$ cat config.mk
export PLATFORM = sky130hd
export DESIGN_NAME = mem_ctrl_multi_flat
export DESIGN_NICKNAME = d
export VERILOG_FILES = /design/src/rtl/mem_ctrl_multi_pkg.sv /design/src/rtl/mem_ctrl_multi_if.sv /design/src/rtl/mem_ctrl_multi_chan.sv /design/src/rtl/mem_ctrl_multi.sv /design/src/flat_wrapper.sv
export SDC_FILE = /design/constraint.sdc
export NUM_CORES = 1
export LEC_CHECK = 0
export BUFFER_PORTS_ARGS = -buffer_cell sky130_fd_sc_hd__buf_2
export CAP_MARGIN = 20
export CORE_UTILIZATION = 45
export DETAILED_ROUTE_END_ITERATION = 10
export GPL_ROUTABILITY_DRIVEN = 0
export GPL_TIMING_DRIVEN = 1
export PLACE_DENSITY = 0.72
export SLEW_MARGIN = 20
export SYNTH_ARGS = -nofsm -noshare
export SYNTH_HDL_FRONTEND = slang
export SYNTH_HIERARCHICAL = 1
export SYNTH_SLANG_ARGS = --single-unit
$ cat constraint.sdc
create_clock -name clock -period 6.4 [get_ports clock]
set_input_delay 0.64 -clock clock [delete_from_list [all_inputs] [get_ports clock]]
set_output_delay 0.64 -clock clock [all_outputs]
set_load 0.005 [all_outputs]
$ cat src/rtl/mem_ctrl_multi_pkg.sv
// Shared definitions for the multi-channel memory controller.
//   chan_state_e : per-channel receive FSM encoding (IDLE/RECV/WAIT/BUSY)
//   STATE_W      : width of one channel state
//   cov_sum_w()  : width of the coverage counter for a given channel count
package mem_ctrl_multi_pkg;

  localparam int STATE_W = 2;

  typedef enum logic [STATE_W-1:0] {
    IDLE = 2'd0,
    RECV = 2'd1,
    WAIT = 2'd2,
    BUSY = 2'd3
  } chan_state_e;

  // One extra bit so a fully covered map (2^(2*nch) entries) does not wrap.
  function automatic int cov_sum_w(input int nch);
    return STATE_W * nch + 1;
  endfunction

endpackage

$ cat src/rtl/mem_ctrl_multi_if.sv
// Beat input / word output bundle of the multi-channel memory controller.
//   in_valid  : per-channel beat valid            (master -> slave)
//   in_data   : per-channel beats, ch c at [c*BEAT_W +: BEAT_W]
//   in_ready  : per-channel ready                 (slave -> master)
//   out_valid : a word is presented this cycle
//   out_data  : presented word, 0 when idle
//   out_ch    : source channel of the word, 0 when idle
interface mem_ctrl_multi_if #(
  parameter int NCH    = 3,
  parameter int BEAT_W = 2,
  parameter int BEATS  = 2
);
  localparam int DW = BEAT_W * BEATS;

  logic [NCH-1:0]        in_valid;
  logic [NCH*BEAT_W-1:0] in_data;
  logic [NCH-1:0]        in_ready;
  logic                  out_valid;
  logic [DW-1:0]         out_data;
  logic [1:0]            out_ch;

  modport master (
    output in_valid, in_data,
    input  in_ready, out_valid, out_data, out_ch
  );

  modport slave (
    input  in_valid, in_data,
    output in_ready, out_valid, out_data, out_ch
  );

endinterface

$ cat src/rtl/mem_ctrl_multi_chan.sv
// Single receive channel: assembles BEATS beats into a word, waits for a
// grant, then presents the word for exactly one BUSY cycle.
//   clock, reset : clock and synchronous active-high reset
//   i_grant      : arbiter grant (only honoured in WAIT)
//   i_valid      : beat valid
//   i_beat       : beat data
//   o_state      : current FSM state
//   o_data       : assembled word register
//   o_ready      : high in IDLE and RECV
module mem_ctrl_chan
  import mem_ctrl_multi_pkg::*;
#(
  parameter int BEAT_W = 2,
  parameter int BEATS  = 2
) (
  input  logic                      clock,
  input  logic                      reset,
  input  logic                      i_grant,
  input  logic                      i_valid,
  input  logic [BEAT_W-1:0]         i_beat,
  output chan_state_e               o_state,
  output logic [BEAT_W*BEATS-1:0]   o_data,
  output logic                      o_ready
);

  localparam int DW    = BEAT_W * BEATS;
  localparam int CNT_W = $clog2(BEATS);

  chan_state_e      r_state;
  logic [CNT_W-1:0] r_cnt;
  logic [DW-1:0]    r_data;
  logic             r_ready;

  always_ff @(posedge clock) begin
    if (reset) begin
      r_state <= IDLE;
      r_cnt   <= '0;
      r_data  <= '0;
      r_ready <= 1'b1;
    end else begin
      unique case (r_state)
        IDLE: begin
          if (i_valid) begin
            r_state <= RECV;
            r_data  <= DW'(i_beat);
            r_cnt   <= CNT_W'(1);
          end
        end
        RECV: begin
          if (i_valid) begin
            for (int b = 1; b < BEATS; b++) begin
              if (r_cnt == CNT_W'(b)) r_data[b*BEAT_W +: BEAT_W] <= i_beat;
            end
            if (r_cnt == CNT_W'(BEATS - 1)) begin
              r_state <= WAIT;
              r_ready <= 1'b0;
            end else begin
              r_cnt <= r_cnt + 1'b1;
            end
          end else begin
            // Aborted word: data left stale, never presented.
            r_state <= IDLE;
          end
        end
        WAIT: begin
          if (i_grant) r_state <= BUSY;
        end
        BUSY: begin
          r_state <= IDLE;
          r_ready <= 1'b1;
        end
        default: begin
          r_state <= IDLE;
          r_ready <= 1'b1;
        end
      endcase
    end
  end

  assign o_state = r_state;
  assign o_data  = r_data;
  assign o_ready = r_ready;

endmodule

$ cat src/rtl/mem_ctrl_multi.sv
// NCH-channel memory controller: per-channel receive FSMs, a round-robin
// arbiter onto one output, and a state-vector coverage counter.
//   clock, reset : clock and synchronous active-high reset (channels, arbiter)
//   meta_reset   : synchronous active-high clear of coverage state only
//   bus          : beat inputs and word output (slave side)
//   coverage     : distinct channel-state vectors seen
//   io_cov_sum   : same value as coverage
//   bug          : all channels in WAIT at once
module mem_ctrl_multi
  import mem_ctrl_multi_pkg::*;
#(
  parameter int NCH    = 3,
  parameter int BEAT_W = 2,
  parameter int BEATS  = 2
) (
  input  logic                         clock,
  input  logic                         reset,
  input  logic                         meta_reset,
  mem_ctrl_multi_if.slave              bus,
  output logic [cov_sum_w(NCH)-1:0]    coverage,
  output logic [cov_sum_w(NCH)-1:0]    io_cov_sum,
  output logic                         bug
);

  localparam int DW      = BEAT_W * BEATS;
  localparam int COV_W   = cov_sum_w(NCH);
  localparam int VEC_W   = STATE_W * NCH;
  localparam int IDX_W   = (NCH > 1) ? $clog2(NCH) : 1;
  localparam int MAP_N   = 2 ** VEC_W;

  chan_state_e      w_state [NCH];
  logic [DW-1:0]    w_data  [NCH];
  logic [NCH-1:0]   w_ready;
  logic [NCH-1:0]   w_grant;
  logic [VEC_W-1:0] w_state_vec;

  for (genvar c = 0; c < NCH; c++) begin : g_chan
    mem_ctrl_chan #(
      .BEAT_W (BEAT_W),
      .BEATS  (BEATS)
    ) u_chan (
      .clock   (clock),
      .reset   (reset),
      .i_grant (w_grant[c]),
      .i_valid (bus.in_valid[c]),
      .i_beat  (bus.in_data[c*BEAT_W +: BEAT_W]),
      .o_state (w_state[c]),
      .o_data  (w_data[c]),
      .o_ready (w_ready[c])
    );
    assign w_state_vec[c*STATE_W +: STATE_W] = w_state[c];
  end

  assign bus.in_ready = w_ready;

  // Round-robin arbiter: first WAIT channel at or after the pointer.
  logic [IDX_W-1:0] r_ptr;
  logic             w_grant_any;
  logic [IDX_W-1:0] w_grant_idx;

  function automatic logic [IDX_W-1:0] rr_idx(input logic [IDX_W-1:0] ptr, input int k);
    return IDX_W'((int'(ptr) + k) % NCH);
  endfunction

  always_comb begin
    w_grant     = '0;
    w_grant_any = 1'b0;
    w_grant_idx = '0;
    for (int k = 0; k < NCH; k++) begin
      if (!w_grant_any && (w_state[rr_idx(r_ptr, k)] == WAIT)) begin
        w_grant[rr_idx(r_ptr, k)] = 1'b1;
        w_grant_any               = 1'b1;
        w_grant_idx               = rr_idx(r_ptr, k);
      end
    end
  end

  always_ff @(posedge clock) begin
    if (reset) begin
      r_ptr <= '0;
    end else if (w_grant_any) begin
      r_ptr <= (w_grant_idx == IDX_W'(NCH - 1)) ? '0 : w_grant_idx + 1'b1;
    end
  end

  // Output mux; at most one channel is BUSY at a time.
  logic          w_out_valid;
  logic [DW-1:0] w_out_data;
  logic [1:0]    w_out_ch;
  logic          w_all_wait;

  always_comb begin
    w_out_valid = 1'b0;
    w_out_data  = '0;
    w_out_ch    = '0;
    w_all_wait  = 1'b1;
    for (int c = 0; c < NCH; c++) begin
      if (w_state[c] == BUSY) begin
        w_out_valid = 1'b1;
        w_out_data  = w_data[c];
        w_out_ch    = 2'(c);
      end
      if (w_state[c] != WAIT) w_all_wait = 1'b0;
    end
  end

  assign bus.out_valid = w_out_valid;
  assign bus.out_data  = w_out_data;
  assign bus.out_ch    = w_out_ch;
  assign bug           = w_all_wait;

  // Coverage is deliberately outside reset; only meta_reset clears it.
  logic [VEC_W-1:0] r_reg_state = '0;
  logic [MAP_N-1:0] r_covmap    = '0;
  logic [COV_W-1:0] r_covsum    = '0;

  always_ff @(posedge clock) begin
    r_reg_state <= w_state_vec;
    if (meta_reset) begin
      r_covmap <= '0;
      r_covsum <= '0;
    end else if (!r_covmap[r_reg_state]) begin
      r_covmap[r_reg_state] <= 1'b1;
      if (r_covsum != COV_W'(MAP_N)) r_covsum <= r_covsum + 1'b1;
    end
  end

  assign coverage   = r_covsum;
  assign io_cov_sum = r_covsum;

endmodule

$ cat src/flat_wrapper.sv
// flat-port wrapper written by rule: the top's interface ports become plain ports
module mem_ctrl_multi_flat import mem_ctrl_multi_pkg::*;
#(
  parameter int NCH    = 3,
  parameter int BEAT_W = 2,
  parameter int BEATS  = 2
)
  (clock, reset, meta_reset, coverage, io_cov_sum, bug, bus_in_valid, bus_in_data, bus_in_ready, bus_out_valid, bus_out_data, bus_out_ch);
  mem_ctrl_multi_if #(.NCH(NCH), .BEAT_W(BEAT_W), .BEATS(BEATS)) bus_i ();
  input  logic clock;
  input  logic reset;
  input  logic meta_reset;
  output logic [cov_sum_w(NCH)-1:0] coverage;
  output logic [cov_sum_w(NCH)-1:0] io_cov_sum;
  output logic bug;
  input wire logic [$bits(bus_i.in_valid)-1:0] bus_in_valid;
  input wire logic [$bits(bus_i.in_data)-1:0] bus_in_data;
  output wire logic [$bits(bus_i.in_ready)-1:0] bus_in_ready;
  output wire logic [$bits(bus_i.out_valid)-1:0] bus_out_valid;
  output wire logic [$bits(bus_i.out_data)-1:0] bus_out_data;
  output wire logic [$bits(bus_i.out_ch)-1:0] bus_out_ch;
  assign bus_i.in_valid = bus_in_valid;
  assign bus_i.in_data = bus_in_data;
  assign bus_in_ready = bus_i.in_ready;
  assign bus_out_valid = bus_i.out_valid;
  assign bus_out_data = bus_i.out_data;
  assign bus_out_ch = bus_i.out_ch;
  mem_ctrl_multi #(.NCH(NCH), .BEAT_W(BEAT_W), .BEATS(BEATS)) u_core (.clock(clock), .reset(reset), .meta_reset(meta_reset), .bus(bus_i), .coverage(coverage), .io_cov_sum(io_cov_sum), .bug(bug));
endmodule
==> key figures <==
Floorplanning
  • Core Area: 10370 µm²
  • Die width: 105.4 µm
  • I/O pin count: 37
  • Row cnt: 37
  • Die ar.: 11120 µm²
  • DIE HEIGHT: 105.4 µm
  • Initial Util: 0.4643

Setup path
  • Slowest stage cell on the critical path: dfxtp_2
  • CP required: 6.70 ns
  • Critical Path Max Stage Delay: 0.98 ns
  • CP Launch Type: register
  • CP Cell Sequence: mux4_2, mux2_2, a22oi_1, nand3_2, nor2_4, buf_4, a31oi_1, nor2_1
  • Crit path DAT: 3.69 ns
  • Worst-path maximum fanout: 64
  • Setup Crit Path Kind: reg2reg
  • Crit path capture type: register
  • R2R depth: 8

Pwr
  • Switching Share: 0.3066
  • P_int: 0.9059 mW
  • Switching power of the nets: 0.4006 mW
  • Logic pwr share: 0.168
  • VDD IR-drop max: 0.0001084 V
  • Leak Pwr: 1.940 nW
  • Power density over the cells: 258.8 nW/µm²
  • Clock Power Share: 0.291
  • Overall Power: 1.306 mW
  • Flop pwr share: 0.541

Timing
  • Clock Skew: 0.01353 ns
  • Final setup viols: 0
  • Setup Total Neg Slack: 0 ns
  • Post-layout minimum cycle time: 3.387 ns
  • RSZ-0062 raised after global routing: false
  • Worst rel slew slack: 0.3025
  • Slew @ Worst Pin: 1.044 ns
  • Final worst-path cycle share: 0.5291
  • Max-slew violation count: 0
  • Fin. Hold Viols: 0
  • Max Clock Freq: 295.3 MHz

Yosys
  • Sequential share of the synthesized area: 0.4283
  • Mean Syn Cell Area: 9.223 µm²
  • Syn Std Cell Area: 4815 µm²
  • Syn Nets: 540
  • Share of synthesized registers carrying an async set or reset: 0
  • Yosys reg bits: 103
  • Number of synthesized flops with an enable pin: 0
  • Ys flop type: dfxtp_1
  • Synthesis warning total: 6
  • Synth Instances: 522
  • Yosys cell types: 46

CTS
  • Htree depth: 3
  • Hold_buf cts: 0
  • Resized Gates After CTS: 0
  • Clock transition at path regs: 0.09 ns
  • Clock Latency Late Sink: 0.37 ns
  • CTS tree: done
  • CTS Buf Count: 9
  • CTS Buffer Depth: 2
  • Post-CTS Setup Inserts: 0
  • Clock root buffer master: clkbuf_8
  • CTS sink count: 103

Place
  • Buffers added on ports: 36
  • Post-detail-place hpwl: 6729 µm

Drt
  • Remaining antenna violation count: 0
  • WL final: 10350 µm
  • Vias: 3841
  • WL met3: 620 µm
  • Initial DRC count: 339
  • Wirelength per Cell: 15.69 µm
  • # DRC: 0
  • Via density: 5.820
  • Initial DRT Pass Iterations: 5
  • Top layer in use: met4
  • Met2 WL: 4989 µm
  • Wl on met1: 4570 µm

GRT
  • First-pass GRT wire length: 17770 µm
  • Number of global-route vias before repair: 3664
  • GRT overflow: 0
  • Largest net degree at the start of global routing: 75
  • Tot GR Track Use: 0.1988
  • Initial antenna violation count: 0

Finish
  • # fillers: 978
  • Layout overhead on the synthesized area: 4.860%
  • ANT cells: 0
  • Share of cells above drive strength 1: 0.1603
  • # nets final: 537

Worst hold path
  • Worst Hold Class: reg2reg
  • Hold depth: 2

Job
  • # Max-Cap Violations: 0

Run status
  • Status: completed
## synthesized netlist by cell type (5+ instances only)
| cell type | instances | area share |
|---|---|---|
| ha_1 | 6 | 0.016 |
| a22oi_1 | 11 | 0.017 |
| o21ai_0 | 6 | 0.0062 |
| buf_4 | 14 | 0.022 |
| mux2i_1 | 27 | 0.056 |
| nand2b_1 | 13 | 0.017 |
| nand3_1 | 16 | 0.017 |
| nor3_1 | 6 | 0.0062 |
| mux4_2 | 6 | 0.028 |
| nor3b_1 | 5 | 0.0078 |
| and4bb_1 | 6 | 0.016 |
| nand2_1 | 12 | 0.0094 |
| a31o_2 | 6 | 0.011 |
| nor2b_1 | 11 | 0.014 |
| clkbuf_1 | 25 | 0.019 |
| mux2_2 | 5 | 0.012 |
| inv_1 | 10 | 0.0078 |
| nor2_1 | 95 | 0.074 |
| a21oi_1 | 15 | 0.016 |
| buf_6 | 10 | 0.023 |
| and2_1 | 5 | 0.0065 |
| dfxtp_1 | 103 | 0.43 |
| a31oi_1 | 65 | 0.084 |
## area by class of cell
cell class              instances  area [µm²]  share of cell area
well taps                     136       170.2             0.03371
clock buffers                  11       141.4             0.02801
multi-input cells             357        2399              0.4751
inverters                      10       37.54            0.007435
clock inverters                 5       42.54            0.008426
repair buffers                 38       195.2             0.03866
flip-flops and latches        103        2063              0.4087
## layer usage
layer  global-route usage  vias up
met3              0.04143       18
met2               0.3275      135
met5                    0        -
met1               0.2571     1822
li1                     -     1866
met4              0.07042        0
## state kept, by name (all words and copies together), names as in the netlist, named ones only
name and cells:
u_core/g_chan.u_chan/o_state 3, u_core/r_ptr 2, u_core/coverage 7, u_core/r_reg_state 6
u_core/g_chan.u_chan/o_data 12, u_core/g_chan.u_chan/o_ready 3, u_core/g_chan.u_chan/r_cnt 3, u_core/r_covmap 64
## stage by stage
step	cells	cell area (µm²)	worst slack (ns)	hold slack (ns)	utilization
after floorplan	522	4815	4.112	0.3711	-
after global placement	644	4860	3.166	0.4417	0.4686
after detailed placement	644	4865	3.053	0.4524	0.4691
after CTS	660	5049	3.039	0.4747	0.4868
after global routing	660	5049	2.771	0.5019	0.4868
final	660	5049	3.014	0.4710	0.4868
## final timing paths
kind,start,to,slack [ns]
max,u_core/r_reg_state[0],u_core/r_covmap[37],3.01
min,u_core/r_covmap[42],u_core/r_covmap[42],0.47
max reg2reg,u_core/r_reg_state[0],u_core/r_covmap[37],3.01
min reg2reg,u_core/r_covmap[42],u_core/r_covmap[42],0.47
## cell usage in the layout (no fill, tap or decap), types with 4 or more instances in the layout
cell type  netlist  routed
dfxtp_1        103     102
a31o_2           6       6
clkbuf_8         0      10
a21oi_1         15      15
buf_2            3      36
and4bb_1         6       6
nor3_1           6       5
inv_1           10      10
nand3_1         16      16
mux2i_1         27      27
ha_1             6       6
nor3b_1          5       5
a222oi_1         4       4
mux2_2           5       5
nand2b_1        13      13
and2_1           5       5
a31oi_1         65      65
nand2_1         12      12
nor2_1          95      95
mux4_2           6       6
nor2b_1         11      11
a22oi_1         11      11
o21ai_0          6       6
## cell families after synthesis
family	synth area share
AOI/OAI and AO/OA	0.1759
DFF	0.4283
adders and majority gates	0.01559
muxes	0.1006
xor gates and xnor gates	0.003639
and+or+nand+nor	0.2004
buffers and inverters	0.07562
## power groups by stage
stage | Clock (mW) | Combinational, mW | Sequential [mW]
detailed placement | 0 | 0.215 | 0.722
floorplan | 0 | 0.212 | 0.697
finish | 0.380 | 0.219 | 0.707
CTS | 0.389 | 0.217 | 0.707
global placement | 0 | 0.209 | 0.720
global route | 0.420 | 0.242 | 0.713
## critical path, delay by kind of cell, from the launching register on
kind	cells	cell delay [ns]
buf+inv	1	0.54
compound gates	2	0.39
simple gates	3	0.49
mux	2	0.87
flops	1	0.98
Note: power is estimated with default switching activity, not from simulation.
